`src/rtl/mips_mem_responder.sv`:
```
// Wait-state memory responder for a MIPS-style core: 2^ADDR_BITS x 16-bit words, one access at a time.
// Define MEM_RESPONDER_ALIGN_CHECK_EN to reject odd byte addresses and add the AlignErr output.
module mips_mem_responder #(
    parameter int WAIT_STATES = 1,
    parameter int ADDR_BITS   = 8
) (
    input  logic        clk,
    input  logic        rest,
    input  logic        IfReq,
    input  logic [15:0] IfAddress,
    input  logic        MemRead,
    input  logic        MemWrite,
    input  logic [15:0] DataAddress,
    input  logic [15:0] WriteData,
    output logic [15:0] MemResult,
    output logic        Ready,
    output logic        RespSrc,
    output logic        Busy
`ifdef MEM_RESPONDER_ALIGN_CHECK_EN
    ,
    output logic        AlignErr
`endif
);

    localparam int DEPTH = 1 << ADDR_BITS;
    localparam logic [3:0] WAIT_LAST = 4'(WAIT_STATES);

    typedef enum logic [1:0] {IDLE, WAIT, RESP} state_t;

    state_t      state, state_n;
    logic [3:0]  cnt;
    logic        is_write_q;
    logic        src_q;
    logic [15:0] addr_q;
    logic [15:0] wdata_q;
    logic [15:0] mem [DEPTH];

    logic                 any_req;
    logic                 accept;
    logic                 commit;
    logic                 bad_align;
    logic [ADDR_BITS-1:0] idx;
    logic [15:0]          sel_addr;
    logic                 unused_addr;

    assign any_req  = MemWrite | MemRead | IfReq;
    assign accept   = (state == IDLE) && any_req;
    assign commit   = (state == WAIT) && (cnt == WAIT_LAST);
    // Data requests outrank fetch, so the data address wins whenever either data strobe is up
    assign sel_addr = (MemWrite | MemRead) ? DataAddress : IfAddress;
    assign idx      = addr_q[ADDR_BITS:1];
    assign unused_addr = ^addr_q;

`ifdef MEM_RESPONDER_ALIGN_CHECK_EN
    assign bad_align = addr_q[0];
    assign AlignErr  = Ready & addr_q[0];
`else
    assign bad_align = 1'b0;
`endif

    always_ff @(posedge clk or negedge rest) begin
        if (!rest) state <= IDLE;
        else       state <= state_n;
    end

    always_comb begin
        state_n = state;
        case (state)
            IDLE:    if (any_req) state_n = WAIT;
            WAIT:    if (cnt == WAIT_LAST) state_n = RESP;
            RESP:    state_n = IDLE;
            default: state_n = IDLE;
        endcase
    end

    always_ff @(posedge clk or negedge rest) begin
        if (!rest) begin
            cnt        <= '0;
            is_write_q <= 1'b0;
            src_q      <= 1'b0;
            MemResult  <= '0;
        end else begin
            if (accept) begin
                cnt        <= '0;
                is_write_q <= MemWrite;
                src_q      <= MemWrite | MemRead;
            end else if (state == WAIT) begin
                cnt <= cnt + 4'd1;
            end else begin
                cnt <= '0;
            end
            if (commit && !is_write_q && !bad_align)
                MemResult <= mem[idx];
        end
    end

    // Address and store data need no reset: they are only consumed after an accept
    always_ff @(posedge clk) begin
        if (accept) begin
            addr_q  <= sel_addr;
            wdata_q <= WriteData;
        end
    end

    always_ff @(posedge clk) begin
        if (commit && is_write_q && !bad_align)
            mem[idx] <= wdata_q;
    end

    assign Ready   = (state == RESP);
    assign RespSrc = Ready & src_q;
    assign Busy    = (state != IDLE);

endmodule
```
`config.mk`:
```
export PLATFORM = sky130hd
export DESIGN_NAME = mips_mem_responder
export DESIGN_NICKNAME = d
export VERILOG_FILES = /design/src/rtl/mips_mem_responder.sv
export SDC_FILE = /design/constraint.sdc
export NUM_CORES = 2
export LEC_CHECK = 0
export CAP_MARGIN = 20
export CORE_UTILIZATION = 45
export CTS_BUF_LIST = sky130_fd_sc_hd__clkbuf_16
export CTS_CLUSTER_SIZE = 30
export DETAILED_ROUTE_END_ITERATION = 8
export SLEW_MARGIN = 20
export SYNTH_ARGS = -nofsm -noshare
export SYNTH_HDL_FRONTEND = slang
export SYNTH_SLANG_ARGS = --single-unit
```
`constraint.sdc`:
```
create_clock -name clk -period 4.7 [get_ports clk]
set_clock_uncertainty 0.05 [all_clocks]
set_input_delay 0.94 -clock clk [delete_from_list [all_inputs] [get_ports clk]]
set_output_delay 0.94 -clock clk [all_outputs]
set_load 0.03 [all_outputs]
```
### After elaboration in Yosys (flattened, before gate mapping)

Memories as Yosys holds them, arrays and structs flattened. A register that Yosys moved wholly into a read port is not among the register bits.
Cells that the tools add are included.

* memory bits (writable): 4096
* flip-flop bits (word level): 33
* memories kept: 1
* logic and storage cells: 33
* input bits: 53

* $add $sub $neg: 1
* reductions and logical operators: 9
* bitwise logic cells: 3
* equality and inequality tests: 5
* mux-type cells: 8

Memory list
* mem: words 256, width 16, rd ports 1, clocked after memory_dff 1, write ports 1, RTL line 36 `logic [15:0] mem [DEPTH];`

Operator list (count)
* $mux W9: 1
* $mux W4: 2
* $add A4 B1 Y4 const B: 1
* $eq A4 B1 Y1 const B: 1
* $logic_and A1 B1 Y1: 4
* $mux W2: 2
* $ne A2 B2 Y1 const B: 2
* $pmux W2 S2: 1
* $eq A2 B1 Y1 const B: 1
* $eq A2 B2 Y1 const B: 1
* $logic_not A1 Y1: 2
* $logic_not A2 Y1: 1
* $mux W1: 2
* $or A1 B1 Y1: 2
* $reduce_and A2 Y1: 1
* $reduce_bool A2 Y1: 1
* $and A1 B1 Y1: 1

### Depth between registers and ports, before layout

* word-level depth: 5
* mapped depth: 15
* depth with buffers taken out: 9

### Worst setup path after synthesis

OpenSTA, ideal clock, no wires.

* kind: register -> register
* from: reg wdata_q[0]
* to: mem mem[0][0] (data pin)
* setup time: 0.817 ns
* cell stages (with the launch flop): 1
* buffers on the path: 0
* slack: 0.604 ns
* data arrival time: 3.228 ns
* cells stage by stage: edfxtp_1

RTL lines
* start: declaration: RTL line 35 `logic [15:0] wdata_q;`
* start signal: assignment: RTL line 101 `wdata_q <= WriteData;`
* end: declaration: RTL line 36

Straight into the memory's write port.

==> reports/metrics.cfg <==
[run_status]
status=finished with violations
violations=DRC

[worst_setup_path]
arrival_ps=5050
crit_chain=nor2b_1 > buf_4 > nand3_1 > o22ai_1 > nor3_1 > nand4_1 > o22a_1
worstSetupStartpointType=flip-flop
worstPathMaxFanout=11
endpoint=MemResult[14]
r2r_start=addr_q[8]
required_ps=5590
crit_cells=7
crit_family=simple AND/OR/NAND/NOR gates
r2r_slack_ps=540
slowest_delay_ps=1130
cp_slowest_cell=nor2b_1
worst_setup_path_end_kind=flip-flop
reg2reg_depth=7
critical_path_buf_inv_count=1
startpoint=addr_q[8]
reg2reg_to=MemResult[14]
critPathKind=flip-flop to flip-flop

[route]
drc=1
wl_met1_um=173000
wl_um=429000
final_antenna_net_count=0
dr_wl_met3_um=39300
vias=78024
vias_per_cell=6.11
top_layer=met5
first_iter_violations=10687
firstDrtPassIters=8
met2_length_um=201000
post_drt_wl_per_cell_um=33.6

[global_route]
grt_pass1_wl_um=603000
grt.overflow.total=0
antenna_found_initial=29
grt_max_degree=246
grt_pass1_vias=77722
track_usage=0.240

[sta]
rsz0062_at_grt=false
maxSlewViolCount=0
fin_crit_ps=4160
min_period_over_period=0.886
tightest_slew_ps=1360
relSlewSlack=0.0925
setup_viol=0
clock.fmax_mhz=240
hold_violations=0
setup_tns_ps=0

[floorplanning]
coreArea_sq_um=351000
initial_core_util=0.453
io_pins=72
die_w_um=596
rows=217
die-area_sq_um=356000
die_h_um=596

[clocking]
root_buffer=clkbuf_16
ctsHoldBuffers=1
cts_setup_buffers=0
cts.htree.levels=5
clk_latency_ps=1010
cts_buffers=422
clock-sinks=4144
clk_pin_slew_ps=60
clockBufferDepth=4
post_cts_resize_count=0
cts_tree=built

[logic_synthesis]
synth_edf_count=4120
synth_async_sr_flop_share=0.00579
synth.most_common_cell=edfxtp_1
yosysSeqAreaShare=0.782
yosys_most_used_dff=edfxtp_1
syn_area_sq_um=159000
synth_warnings=0
yosysTopAreaCell=edfxtp_1
netlist_instances=7043
synth.net_count=7098
synth_top_area_frac=0.778
ys_types=62
syn_avg_cell_area_sq_um=22.6
synthTopCellsByCount=4120 x edfxtp_1, 1015 x mux4_2, 311 x nor2_1
yosys-top-cells-area=edfxtp_1 78%, mux4_2 14%, mux2i_1 1.8%
synth_seq_cells=4144

[layout]
drive_gt1_frac=0.284
syn2layout_area_growth_pct=14.5
nFillCells=26942
fin_nets=7755

[place]
port_buffers=55
dp_hpwl_um=261000
place_congestion=0.892

[power]
vdd_drop_max_uv=473
power.density_nw_per_um2=543
power_uw=98800
leakage_uw=0.0578

[min_path]
worstHoldPathType=flip-flop to flip-flop

[flow_run]
cap_violations=0

==> layout make-up <==
class                           count  area [sq um]  share of cell area
Sequential cell                  4144        124000               0.683
Multi-Input combinational cell   2488         32700               0.179
Clock buffer                      424         10600              0.0583
Tap cell                         4708          5890              0.0324
Timing Repair Buffer              634          5840              0.0321
Clock inverter                    351          2630              0.0144
Inverter                           10          45.0            0.000247
Antenna cell                       18          45.0            0.000247
==> tightest hold or removal path, cell delays in order, from the launching register on <==
cell     delay [ps]
dfrtp_1         340
nand2_1          50
o21ai_0          60
==> placed cells by master, fill, tap and decap left out, types with 12 or more instances in the layout <==
cell type	netlist	routed
mux2_2	24	24
nor2b_1	30	24
nand2_1	173	155
buf_4	69	504
o22a_1	13	13
a221oi_1	45	45
nand4_1	38	38
clkinv_1	1	101
clkinv_2	0	76
nand3_1	78	77
a211oi_1	26	26
nor2_1	311	251
o21ai_0	49	49
or4_1	13	13
clkdlybuf4s50_1	0	54
nand2b_1	12	12
clkbuf_16	0	424
mux2i_1	292	292
inv_1	8	113
mux4_2	1015	1015
buf_12	1	72
a32oi_1	23	23
a22oi_1	84	84
nor3_1	14	14
diode_2	0	18
edfxtp_1	4120	4120
dfrtp_1	24	24
nand2_2	0	18
nor2_2	0	59
o22ai_1	94	94
bufinv_16	0	29
a21oi_1	35	35
==> logic make-up after synthesis <==
family	after synthesis	share of synthesized area
muxes	1331	0.164
and+or+nand+nor	713	0.0199
xor gates and xnor gates	2	0.000110
DFF	4144	0.782
adders and majority gates	2	0.000157
AOI/OAI and AO/OA	440	0.0198
buffers and inverters	411	0.0139
==> sequential cells by signal, summed over array words and instances (netlist names) <==
name	count
mem	4096
cnt	4
addr_q	8
state	2
wdata_q	16
is_write_q	1
src_q	1
MemResult	16
==> metal layers <==
| layer | vias to the layer above | global-route usage |
|---|---|---|
| met5 | - | 0 |
| met4 | 2 | 0.0814 |
| met3 | 724 | 0.0442 |
| met2 | 3877 | 0.372 |
| met1 | 42127 | 0.345 |
| li1 | 31294 | - |
==> how the worst min path moves through the flow <==
stage               cells past startpoint     endpoint          start  slack, ps
global placement                        1       cnt[0]         cnt[0]        420
detailed placement                      2        src_q          src_q        430
floorplan                               2        src_q          src_q        390
finish                                  2        src_q          src_q        440
CTS                                     1  wdata_q[12]  WriteData[12]        420
global route                            1   wdata_q[1]   WriteData[1]        450
==> through the flow <==
step | worst slack [ps] | instance area [sq um] | hold slack (ps) | utilization | instances
after floorplan | 604 | 159000 | 390 | - | 7043
after global placement | 710 | 169000 | 423 | 0.481 | 11981
after detailed placement | 698 | 169000 | 428 | 0.481 | 11981
after CTS | 677 | 182000 | 424 | 0.519 | 12757
after global routing | 522 | 182000 | 454 | 0.519 | 12763
final | 536 | 182000 | 442 | 0.519 | 12777
==> power breakdown <==
part           internal (uW)  leakage (uW)  switching [uW]
sequential             43900        0.0373             447
combinational           7730        0.0136           14500
clock                  18000       0.00689           14200
No activity file was read; power rests on OpenSTA's default activity.
